[src/rtl/spi_ram_pkg.sv]
// -----------------------------------------------------------------------------
// spi_ram_pkg
// Shared constants for the SPI RAM controller: default widths, the 2-bit
// command codes carried in rx_data[9:8], and the controller FSM encodings.
// -----------------------------------------------------------------------------
package spi_ram_pkg;

  localparam int ADDR_SIZE_D = 8;
  localparam int DATA_W_D    = 8;
  localparam int MEM_DEPTH_D = 2 ** ADDR_SIZE_D;

  // Command field of an rx word
  localparam logic [1:0] CMD_WR_ADDR = 2'b00;
  localparam logic [1:0] CMD_WR_DATA = 2'b01;
  localparam logic [1:0] CMD_RD_ADDR = 2'b10;
  localparam logic [1:0] CMD_RD_DATA = 2'b11;

  // Controller FSM
  localparam logic [0:0] IDLE    = 1'b0;
  localparam logic [0:0] RD_WAIT = 1'b1;

endpackage

[src/rtl/spi_ram_ctrl_if.sv]
// -----------------------------------------------------------------------------
// spi_ram_ctrl_if
// Bus bundle between the controller and its two agents.
//   SPI side : rx_data/rx_valid (command in), tx_data/tx_valid (read data out)
//   Host side: host_req/we/addr/wdata in, host_gnt/rvalid/rdata out
//   Status   : spi_ovf (sticky dropped-command flag)
// Modports: slave = controller view, master = agent/bench view.
// -----------------------------------------------------------------------------
interface spi_ram_ctrl_if
  import spi_ram_pkg::*;
#(
  parameter int ADDR_SIZE = ADDR_SIZE_D,
  parameter int DATA_W    = DATA_W_D
);

  logic [DATA_W+1:0]    rx_data;
  logic                 rx_valid;
  logic [DATA_W-1:0]    tx_data;
  logic                 tx_valid;
  logic                 host_req;
  logic                 host_we;
  logic [ADDR_SIZE-1:0] host_addr;
  logic [DATA_W-1:0]    host_wdata;
  logic                 host_gnt;
  logic                 host_rvalid;
  logic [DATA_W-1:0]    host_rdata;
  logic                 spi_ovf;

  modport slave (
    input  rx_data, rx_valid, host_req, host_we, host_addr, host_wdata,
    output tx_data, tx_valid, host_gnt, host_rvalid, host_rdata, spi_ovf
  );

  modport master (
    output rx_data, rx_valid, host_req, host_we, host_addr, host_wdata,
    input  tx_data, tx_valid, host_gnt, host_rvalid, host_rdata, spi_ovf
  );

endinterface

[src/rtl/spi_ram_mem.sv]
// -----------------------------------------------------------------------------
// spi_ram_mem
// Single-port synchronous RAM, read-first, one cycle read latency.
//   clk     : clock
//   i_we    : write enable for i_addr/i_din
//   i_addr  : word address
//   i_din   : write data
//   o_dout  : registered read data of the address presented last cycle
// -----------------------------------------------------------------------------
module spi_ram_mem
  import spi_ram_pkg::*;
#(
  parameter int ADDR_SIZE = ADDR_SIZE_D,
  parameter int DATA_W    = DATA_W_D,
  parameter int MEM_DEPTH = 2 ** ADDR_SIZE
) (
  input  logic                 clk,
  input  logic                 i_we,
  input  logic [ADDR_SIZE-1:0] i_addr,
  input  logic [DATA_W-1:0]    i_din,
  output logic [DATA_W-1:0]    o_dout
);

  logic [DATA_W-1:0] r_mem [MEM_DEPTH];

  // NOTE: the array has no reset on purpose -- RAM macros cannot clear their
  // contents, and data must survive an rst_n pulse.
  always_ff @(posedge clk) begin
    if (i_we) r_mem[i_addr] <= i_din;
    o_dout <= r_mem[i_addr];
  end

endmodule

[src/rtl/spi_ram_ctrl.sv]
// -----------------------------------------------------------------------------
// spi_ram_ctrl
// Decodes SPI command words into RAM writes/reads and shares the RAM with a
// parallel host port through a two-way round-robin arbiter.
//   clk, rst_n : clock, asynchronous active-low reset
//   bus        : spi_ram_ctrl_if.slave -- SPI rx/tx, host request/response,
//                sticky spi_ovf
// One SPI memory command (01/11) can be outstanding; a second one arriving
// while it is still pending is dropped and flagged on spi_ovf.
// -----------------------------------------------------------------------------
module spi_ram_ctrl
  import spi_ram_pkg::*;
#(
  parameter int ADDR_SIZE = ADDR_SIZE_D,
  parameter int DATA_W    = DATA_W_D,
  parameter int MEM_DEPTH = 2 ** ADDR_SIZE
) (
  input logic           clk,
  input logic           rst_n,
  spi_ram_ctrl_if.slave bus
);

  // Capture path
  logic                 r_rx_valid_q;
  logic                 w_capture;
  logic [1:0]           w_cmd;
  logic [DATA_W-1:0]    w_payload;

  // Address registers and the single pending SPI access
  logic [ADDR_SIZE-1:0] r_wr_addr;
  logic [ADDR_SIZE-1:0] r_rd_addr;
  logic                 r_spi_pend;
  logic                 r_spi_we;
  logic [ADDR_SIZE-1:0] r_spi_addr;
  logic [DATA_W-1:0]    r_spi_data;

  // Arbiter / FSM
  logic [0:0]           r_state;
  logic                 r_last_spi;
  logic                 r_owner_spi;
  logic                 w_spi_win;
  logic                 w_host_win;

  // Outputs
  logic [DATA_W-1:0]    r_tx_data;
  logic                 r_tx_valid;
  logic [DATA_W-1:0]    r_host_rdata;
  logic                 r_host_rvalid;
  logic                 r_spi_ovf;

  // RAM port
  logic                 w_mem_we;
  logic [ADDR_SIZE-1:0] w_mem_addr;
  logic [DATA_W-1:0]    w_mem_din;
  logic [DATA_W-1:0]    w_mem_dout;

  assign w_capture = bus.rx_valid & ~r_rx_valid_q;
  assign w_cmd     = bus.rx_data[DATA_W+1:DATA_W];
  assign w_payload = bus.rx_data[DATA_W-1:0];

  // Round robin: on contention the requester that did not win last goes.
  assign w_spi_win  = (r_state == IDLE) & r_spi_pend & (~bus.host_req | ~r_last_spi);
  assign w_host_win = (r_state == IDLE) & bus.host_req & (~r_spi_pend | r_last_spi);

  // NOTE: every output of this block gets a default first, so no path leaves
  // it unassigned and no latch is inferred.
  always_comb begin
    w_mem_we   = 1'b0;
    w_mem_addr = r_spi_addr;
    w_mem_din  = r_spi_data;
    if (w_host_win) begin
      w_mem_we   = bus.host_we;
      w_mem_addr = bus.host_addr;
      w_mem_din  = bus.host_wdata;
    end else if (w_spi_win) begin
      w_mem_we   = r_spi_we;
    end
  end

  spi_ram_mem #(
    .ADDR_SIZE (ADDR_SIZE),
    .DATA_W    (DATA_W),
    .MEM_DEPTH (MEM_DEPTH)
  ) u_mem (
    .clk    (clk),
    .i_we   (w_mem_we),
    .i_addr (w_mem_addr),
    .i_din  (w_mem_din),
    .o_dout (w_mem_dout)
  );

  // NOTE: state registers use non-blocking assignments so every read in this
  // block sees pre-edge values; a later assignment to the same register wins.
  always_ff @(posedge clk or negedge rst_n) begin
    if (!rst_n) begin
      r_rx_valid_q  <= 1'b0;
      r_wr_addr     <= '0;
      r_rd_addr     <= '0;
      r_spi_pend    <= 1'b0;
      r_spi_we      <= 1'b0;
      r_spi_addr    <= '0;
      r_spi_data    <= '0;
      r_state       <= IDLE;
      r_last_spi    <= 1'b0;
      r_owner_spi   <= 1'b0;
      r_tx_data     <= '0;
      r_tx_valid    <= 1'b0;
      r_host_rdata  <= '0;
      r_host_rvalid <= 1'b0;
      r_spi_ovf     <= 1'b0;
    end else begin
      r_rx_valid_q  <= bus.rx_valid;
      r_host_rvalid <= 1'b0;

      // Capture acts on the pre-edge pending flag, so a command is never
      // arbitrated in its own capture cycle.
      if (w_capture) begin
        r_tx_valid <= 1'b0;
        case (w_cmd)
          CMD_WR_ADDR: r_wr_addr <= w_payload[ADDR_SIZE-1:0];
          CMD_RD_ADDR: r_rd_addr <= w_payload[ADDR_SIZE-1:0];
          default: begin
            if (r_spi_pend) begin
              r_spi_ovf <= 1'b1;
            end else begin
              r_spi_pend <= 1'b1;
              r_spi_we   <= (w_cmd == CMD_WR_DATA);
              r_spi_addr <= (w_cmd == CMD_WR_DATA) ? r_wr_addr : r_rd_addr;
              r_spi_data <= w_payload;
            end
          end
        endcase
      end

      // A read completing on a capture edge still reports its data.
      case (r_state)
        IDLE: begin
          if (w_spi_win) begin
            r_last_spi <= 1'b1;
            if (r_spi_we) begin
              r_spi_pend <= 1'b0;
            end else begin
              r_state     <= RD_WAIT;
              r_owner_spi <= 1'b1;
            end
          end else if (w_host_win) begin
            r_last_spi <= 1'b0;
            if (!bus.host_we) begin
              r_state     <= RD_WAIT;
              r_owner_spi <= 1'b0;
            end
          end
        end
        RD_WAIT: begin
          if (r_owner_spi) begin
            r_tx_data  <= w_mem_dout;
            r_tx_valid <= 1'b1;
            r_spi_pend <= 1'b0;
          end else begin
            r_host_rdata  <= w_mem_dout;
            r_host_rvalid <= 1'b1;
          end
          r_state <= IDLE;
        end
        default: r_state <= IDLE;
      endcase
    end
  end

  assign bus.tx_data     = r_tx_data;
  assign bus.tx_valid    = r_tx_valid;
  assign bus.host_gnt    = w_host_win;
  assign bus.host_rvalid = r_host_rvalid;
  assign bus.host_rdata  = r_host_rdata;
  assign bus.spi_ovf     = r_spi_ovf;

endmodule

[src/flat_wrapper.sv]
// flat-port wrapper written by rule: the top's interface ports become plain ports
module spi_ram_ctrl_flat import spi_ram_pkg::*;
#(
  parameter int ADDR_SIZE = ADDR_SIZE_D,
  parameter int DATA_W    = DATA_W_D,
  parameter int MEM_DEPTH = 2 ** ADDR_SIZE
)
  (clk, rst_n, bus_rx_data, bus_rx_valid, bus_host_req, bus_host_we, bus_host_addr, bus_host_wdata, bus_tx_data, bus_tx_valid, bus_host_gnt, bus_host_rvalid, bus_host_rdata, bus_spi_ovf);
  spi_ram_ctrl_if #(.ADDR_SIZE(ADDR_SIZE), .DATA_W(DATA_W)) bus_i ();
  input logic clk;
  input logic rst_n;
  input wire logic [$bits(bus_i.rx_data)-1:0] bus_rx_data;
  input wire logic [$bits(bus_i.rx_valid)-1:0] bus_rx_valid;
  input wire logic [$bits(bus_i.host_req)-1:0] bus_host_req;
  input wire logic [$bits(bus_i.host_we)-1:0] bus_host_we;
  input wire logic [$bits(bus_i.host_addr)-1:0] bus_host_addr;
  input wire logic [$bits(bus_i.host_wdata)-1:0] bus_host_wdata;
  output wire logic [$bits(bus_i.tx_data)-1:0] bus_tx_data;
  output wire logic [$bits(bus_i.tx_valid)-1:0] bus_tx_valid;
  output wire logic [$bits(bus_i.host_gnt)-1:0] bus_host_gnt;
  output wire logic [$bits(bus_i.host_rvalid)-1:0] bus_host_rvalid;
  output wire logic [$bits(bus_i.host_rdata)-1:0] bus_host_rdata;
  output wire logic [$bits(bus_i.spi_ovf)-1:0] bus_spi_ovf;
  assign bus_i.rx_data = bus_rx_data;
  assign bus_i.rx_valid = bus_rx_valid;
  assign bus_i.host_req = bus_host_req;
  assign bus_i.host_we = bus_host_we;
  assign bus_i.host_addr = bus_host_addr;
  assign bus_i.host_wdata = bus_host_wdata;
  assign bus_tx_data = bus_i.tx_data;
  assign bus_tx_valid = bus_i.tx_valid;
  assign bus_host_gnt = bus_i.host_gnt;
  assign bus_host_rvalid = bus_i.host_rvalid;
  assign bus_host_rdata = bus_i.host_rdata;
  assign bus_spi_ovf = bus_i.spi_ovf;
  spi_ram_ctrl #(.ADDR_SIZE(ADDR_SIZE), .DATA_W(DATA_W), .MEM_DEPTH(MEM_DEPTH)) u_core (.clk(clk), .rst_n(rst_n), .bus(bus_i));
endmodule
[config.mk]
export PLATFORM = sky130hd
export DESIGN_NAME = spi_ram_ctrl_flat
export DESIGN_NICKNAME = d
export VERILOG_FILES = /design/src/rtl/spi_ram_pkg.sv /design/src/rtl/spi_ram_ctrl_if.sv /design/src/rtl/spi_ram_mem.sv /design/src/rtl/spi_ram_ctrl.sv /design/src/flat_wrapper.sv
export SDC_FILE = /design/constraint.sdc
export NUM_CORES = 2
export LEC_CHECK = 0
export ABC_AREA = 1
export BUFFER_PORTS_ARGS = -buffer_cell sky130_fd_sc_hd__buf_2
export CAP_MARGIN = 10
export CORE_ASPECT_RATIO = 2
export CORE_MARGIN = 1.5
export CORE_UTILIZATION = 57
export CTS_CLUSTER_DIAMETER = 200
export DETAILED_ROUTE_END_ITERATION = 16
export PLACE_DENSITY = 0.76
export SLEW_MARGIN = 20
export SYNTH_ARGS = -nofsm -noshare
export SYNTH_HDL_FRONTEND = slang
export SYNTH_HIERARCHICAL = 1
export SYNTH_SLANG_ARGS = --single-unit
[constraint.sdc]
create_clock -name clk -period 5.13 [get_ports clk]
set_clock_uncertainty 0.15 [all_clocks]
set_input_delay 1.026 -clock clk [delete_from_list [all_inputs] [get_ports clk]]
set_output_delay 1.026 -clock clk [all_outputs]
set_load 0.01 [all_outputs]
==> metrics.txt <==
# TYPE chip_impl_metric gauge
chip_impl_metric{name="htree_num_levels",unit=""} 4
chip_impl_metric{name="global_route.usage.met2",unit="%"} 52.7
chip_impl_metric{name="vias",unit=""} 59400
chip_impl_metric{name="mappedNetlistArea",unit="sq um"} 87400
chip_impl_metric{name="ctsResizeCount",unit=""} 0
chip_impl_metric{name="routedWlPerCell",unit="microns"} 22.4
chip_impl_metric{name="placer_congestion_estimate",unit=""} 0.954
chip_impl_metric{name="power.net_switching",unit="W"} 0.0230
chip_impl_info{name="worstSetupPathType",value="reg -> reg"} 1
chip_impl_metric{name="final_area",unit="sq um"} 96900
chip_impl_metric{name="finish.net_count",unit=""} 8397
chip_impl_metric{name="timing.critical_path.required",unit="ns"} 5.68
chip_impl_metric{name="ant_nets",unit=""} 0
chip_impl_metric{name="clk_latency",unit="ns"} 0.81
chip_impl_metric{name="power.sequential.fraction",unit="%"} 38.5
chip_impl_metric{name="finalHoldViolCount",unit=""} 0
chip_impl_metric{name="post_cts.repair.setup_buffers",unit=""} 0
chip_impl_metric{name="place.detailed.hpwl",unit="microns"} 144000
chip_impl_metric{name="finalCriticalPeriod",unit="ns"} 4.38
chip_impl_metric{name="synth.lib_cells_used.distinct",unit=""} 29
chip_impl_metric{name="share_of_layout_cells_above_drive_strength_1",unit="%"} 7.17
chip_impl_metric{name="totalNegativeSetupSlack",unit="ns"} 0
chip_impl_metric{name="dpl_cell_area",unit="sq um"} 91100
chip_impl_metric{name="ir_drop",unit="uV"} 565
chip_impl_metric{name="grt_first_pass_wirelength",unit="microns"} 349000
chip_impl_metric{name="initial_util",unit="%"} 57.3
chip_impl_metric{name="postRouteWirelength",unit="microns"} 236000
chip_impl_metric{name="power.total",unit="W"} 0.0578
chip_impl_metric{name="cts_max_path_buffers",unit=""} 4
chip_impl_metric{name="worst_relative_slew_slack",unit="%"} 29.8
chip_impl_metric{name="power.clock.fraction",unit="%"} 23.7
chip_impl_metric{name="clk_pin_slew",unit="ns"} 0.07
chip_impl_info{name="timing.rr.start",value="u_core/r_state"} 1
chip_impl_metric{name="seq_area_frac_synth",unit="%"} 72.1
chip_impl_metric{name="die-height",unit="microns"} 557
chip_impl_metric{name="syn_to_final_growth",unit="%"} 10.9
chip_impl_metric{name="drt-pass1-iter-count",unit=""} 6
chip_impl_metric{name="number_of_buffers_inserted_during_clock_tree_synthesis",unit=""} 171
chip_impl_metric{name="drt_iter0_drc",unit=""} 6402
chip_impl_metric{name="mappedNetlistNets",unit=""} 8344
chip_impl_metric{name="netlist.area_leader.share",unit="%"} 70.3
chip_impl_info{name="run_status",value="finished clean"} 1
chip_impl_metric{name="p_leak",unit="nW"} 39.0
chip_impl_metric{name="yosys_warnings",unit=""} 6
chip_impl_metric{name="p_per_area",unit="nW/um^2"} 596
chip_impl_metric{name="placedCellCount",unit=""} 10200
chip_impl_info{name="critical_path.endpoint_type",value="flip-flop"} 1
chip_impl_metric{name="worstPathArrival",unit="ns"} 4.93
chip_impl_metric{name="global_route.usage.met1",unit="%"} 33.1
chip_impl_metric{name="finalHoldWorstSlack",unit="ns"} 0.196
chip_impl_metric{name="cts.sink_count",unit=""} 2113
chip_impl_metric{name="antenna_found_initial",unit=""} 4
chip_impl_metric{name="routed_via_density",unit=""} 5.63
chip_impl_metric{name="internal_power",unit="W"} 0.0348
chip_impl_metric{name="clock.fmax",unit="MHz"} 228
chip_impl_info{name="cts.root.buffer_cell",value="clkbuf_16"} 1
chip_impl_metric{name="maximum_number_of_pins_on_one_net_before_global_route_repair",unit=""} 170
chip_impl_metric{name="port-buffer-count",unit=""} 50
chip_impl_info{name="busiest_layer",value="met2"} 1
chip_impl_info{name="most_used_cells_in_the_layout_excluding_fill_and_tap_cells",value="4,870 x nand2_1, 2,048 x edfxtp_1, 357 x nor2_1"} 1
chip_impl_info{name="layout.cells.most_common",value="nand2_1"} 1
chip_impl_metric{name="max_cap_violations",unit=""} 0
chip_impl_metric{name="finalSetupViolCount",unit=""} 0
chip_impl_info{name="hold_class",value="in -> async"} 1
chip_impl_metric{name="ioPinCount",unit=""} 51
chip_impl_metric{name="fp.dieArea",unit="sq um"} 156000
chip_impl_metric{name="syn_area_per_cell",unit="sq um"} 10.5
chip_impl_metric{name="synth_cells",unit=""} 8313
chip_impl_metric{name="power_switching_share",unit="%"} 39.7
chip_impl_metric{name="coreArea",unit="sq um"} 153000
chip_impl_info{name="synthTopCellsByArea",value="edfxtp_1 70%, nand2_1 21%, dfrtp_1 1.6%, nor2_1 1.6%, nand3_1 1.1%"} 1
chip_impl_info{name="synth_largest_area_cell",value="edfxtp_1"} 1
chip_impl_metric{name="gr-usage-met3",unit="%"} 3.73
chip_impl_metric{name="first_global_vias",unit=""} 58600
chip_impl_metric{name="holdBufCountCts",unit=""} 0
chip_impl_metric{name="synth.ff_latch_count",unit=""} 2113
chip_impl_metric{name="post-route-drc-count",unit=""} 0
chip_impl_metric{name="critical_path_peak_fanout",unit=""} 126
chip_impl_metric{name="report.final.slew_viol_count",unit=""} 0
chip_impl_info{name="setup.worst_path.start_class",value="flip-flop"} 1
chip_impl_metric{name="globalRouteOverflowTotal",unit=""} 0
chip_impl_info{name="cts_tree",value="done"} 1
chip_impl_metric{name="num_rows",unit=""} 203
chip_impl_metric{name="min_period_over_period",unit="%"} 85.4
chip_impl_metric{name="grt_usage",unit="%"} 30.2
chip_impl_metric{name="die_w",unit="microns"} 280
chip_impl_info{name="rsz_0062_raised_after_global_routing",value="false"} 1
chip_impl_metric{name="comb_power_share",unit="%"} 37.8
chip_impl_metric{name="layout.cells.non_filler",unit=""} 10500
chip_impl_info{name="worst_setup_path_startpoint",value="u_core/r_state"} 1
chip_impl_metric{name="tightest_slew",unit="ns"} 1.05
## sequential cells by signal (all words and copies together) (netlist names), 8 cells and up
register,count
u_core/r_rd_addr,8
u_core/r_spi_addr,8
u_core/u_mem/o_dout,8
u_core/u_mem/r_mem,2048
u_core/r_spi_data,8
u_core/bus.host_rdata,8
u_core/bus.tx_data,8
u_core/r_wr_addr,8
## critical path: stages (launching register included)
cell and delay, ns:
dfrtp_1 0.41, inv_2 0.11, nand2_2 0.08, a21oi_4 0.42, nand2_1 0.18, o21ai_4 0.15, inv_8 0.23, buf_12 0.40
nand2_1 0.14, nand2_1 0.05, nand2_1 0.06, nand2_1 0.10, nand2_1 0.07, nand2_1 0.05, o21ai_1 0.50, nand2_1 0.36
nor2_1 0.19, nor2_1 0.08, nor2_1 0.28, nand2_1 0.09
## cells by family after synthesis
family | synth area share (%)
buffers and inverters | 2.54
AOI/OAI and AO/OA | 1.54
DFF | 72.1
and+or+nand+nor | 23.8
## power by group through the flow
stage | Sequential (W) | Combinational, W | Clock, W
floorplan | 0.0230 | 0.0123 | 0
global placement | 0.0226 | 0.0210 | 0
detailed placement | 0.0226 | 0.0213 | 0
CTS | 0.0222 | 0.0215 | 0.0138
global route | 0.0222 | 0.0235 | 0.0144
finish | 0.0222 | 0.0218 | 0.0137
## layer usage
metal / up-vias / routed length (microns)
met5: - / 10
met4: 2 / 21100
met3: 816 / 17000
met2: 2854 / 120000
met1: 28400 / 78200
li1: 27300 / -
## cells in the mapped netlist
cell type	count
buf_1	52
buf_4	6
o21ai_0	69
nand4_1	1
clkbuf_1	171
edfxtp_1	2048
inv_4	3
buf_8	1
nor2_1	362
inv_2	7
nand2_1	4878
buf_2	185
nand3_1	198
o21bai_1	1
nor2_4	2
nor2_2	1
o21ai_1	135
dfrtp_1	57
o21ai_2	16
inv_1	59
a21oi_4	1
nor2_8	2
a21oi_1	32
nand3b_1	1
dfxtp_1	8
and3_1	1
buf_6	12
nand2_2	2
nand2_4	2
## per-stage QoR
step           setup slack (ns)  utilization, %
2_1_floorplan              1.21               -
3_3_place_gp              0.222            59.7
3_5_place_dp              0.206            59.7
4_1_cts                   0.839            63.5
5_1_grt                   0.653            63.5
6_report                  0.749            63.5
## worst paths after layout
path                                            end  slack [ns]  cells past startpoint
max                          u_core/u_mem/o_dout[5]        0.75                     19
max in group asynchronous  u_core/bus.host_rdata[3]        4.12                      2
max reg2reg                  u_core/u_mem/o_dout[5]        0.75                     19
min reg2reg                      u_core/bus.spi_ovf        0.33                      1
min                             u_core/r_rd_addr[7]        0.20                      2
min in group clk                u_core/r_rx_valid_q        0.20                      1
## final cells by class
type / instances / area (sq um)
clock buffers: 201 / 4480
fillers: 11200 / 55700
multi-input cells: 5704 / 22300
repair buffers: 307 / 2880
diodes: 3 / 7.51
clock inverters: 101 / 1310
inverters: 69 / 295
well taps: 2050 / 2560
flip-flops and latches: 2113 / 63100
(Power assumes the default switching activity.)
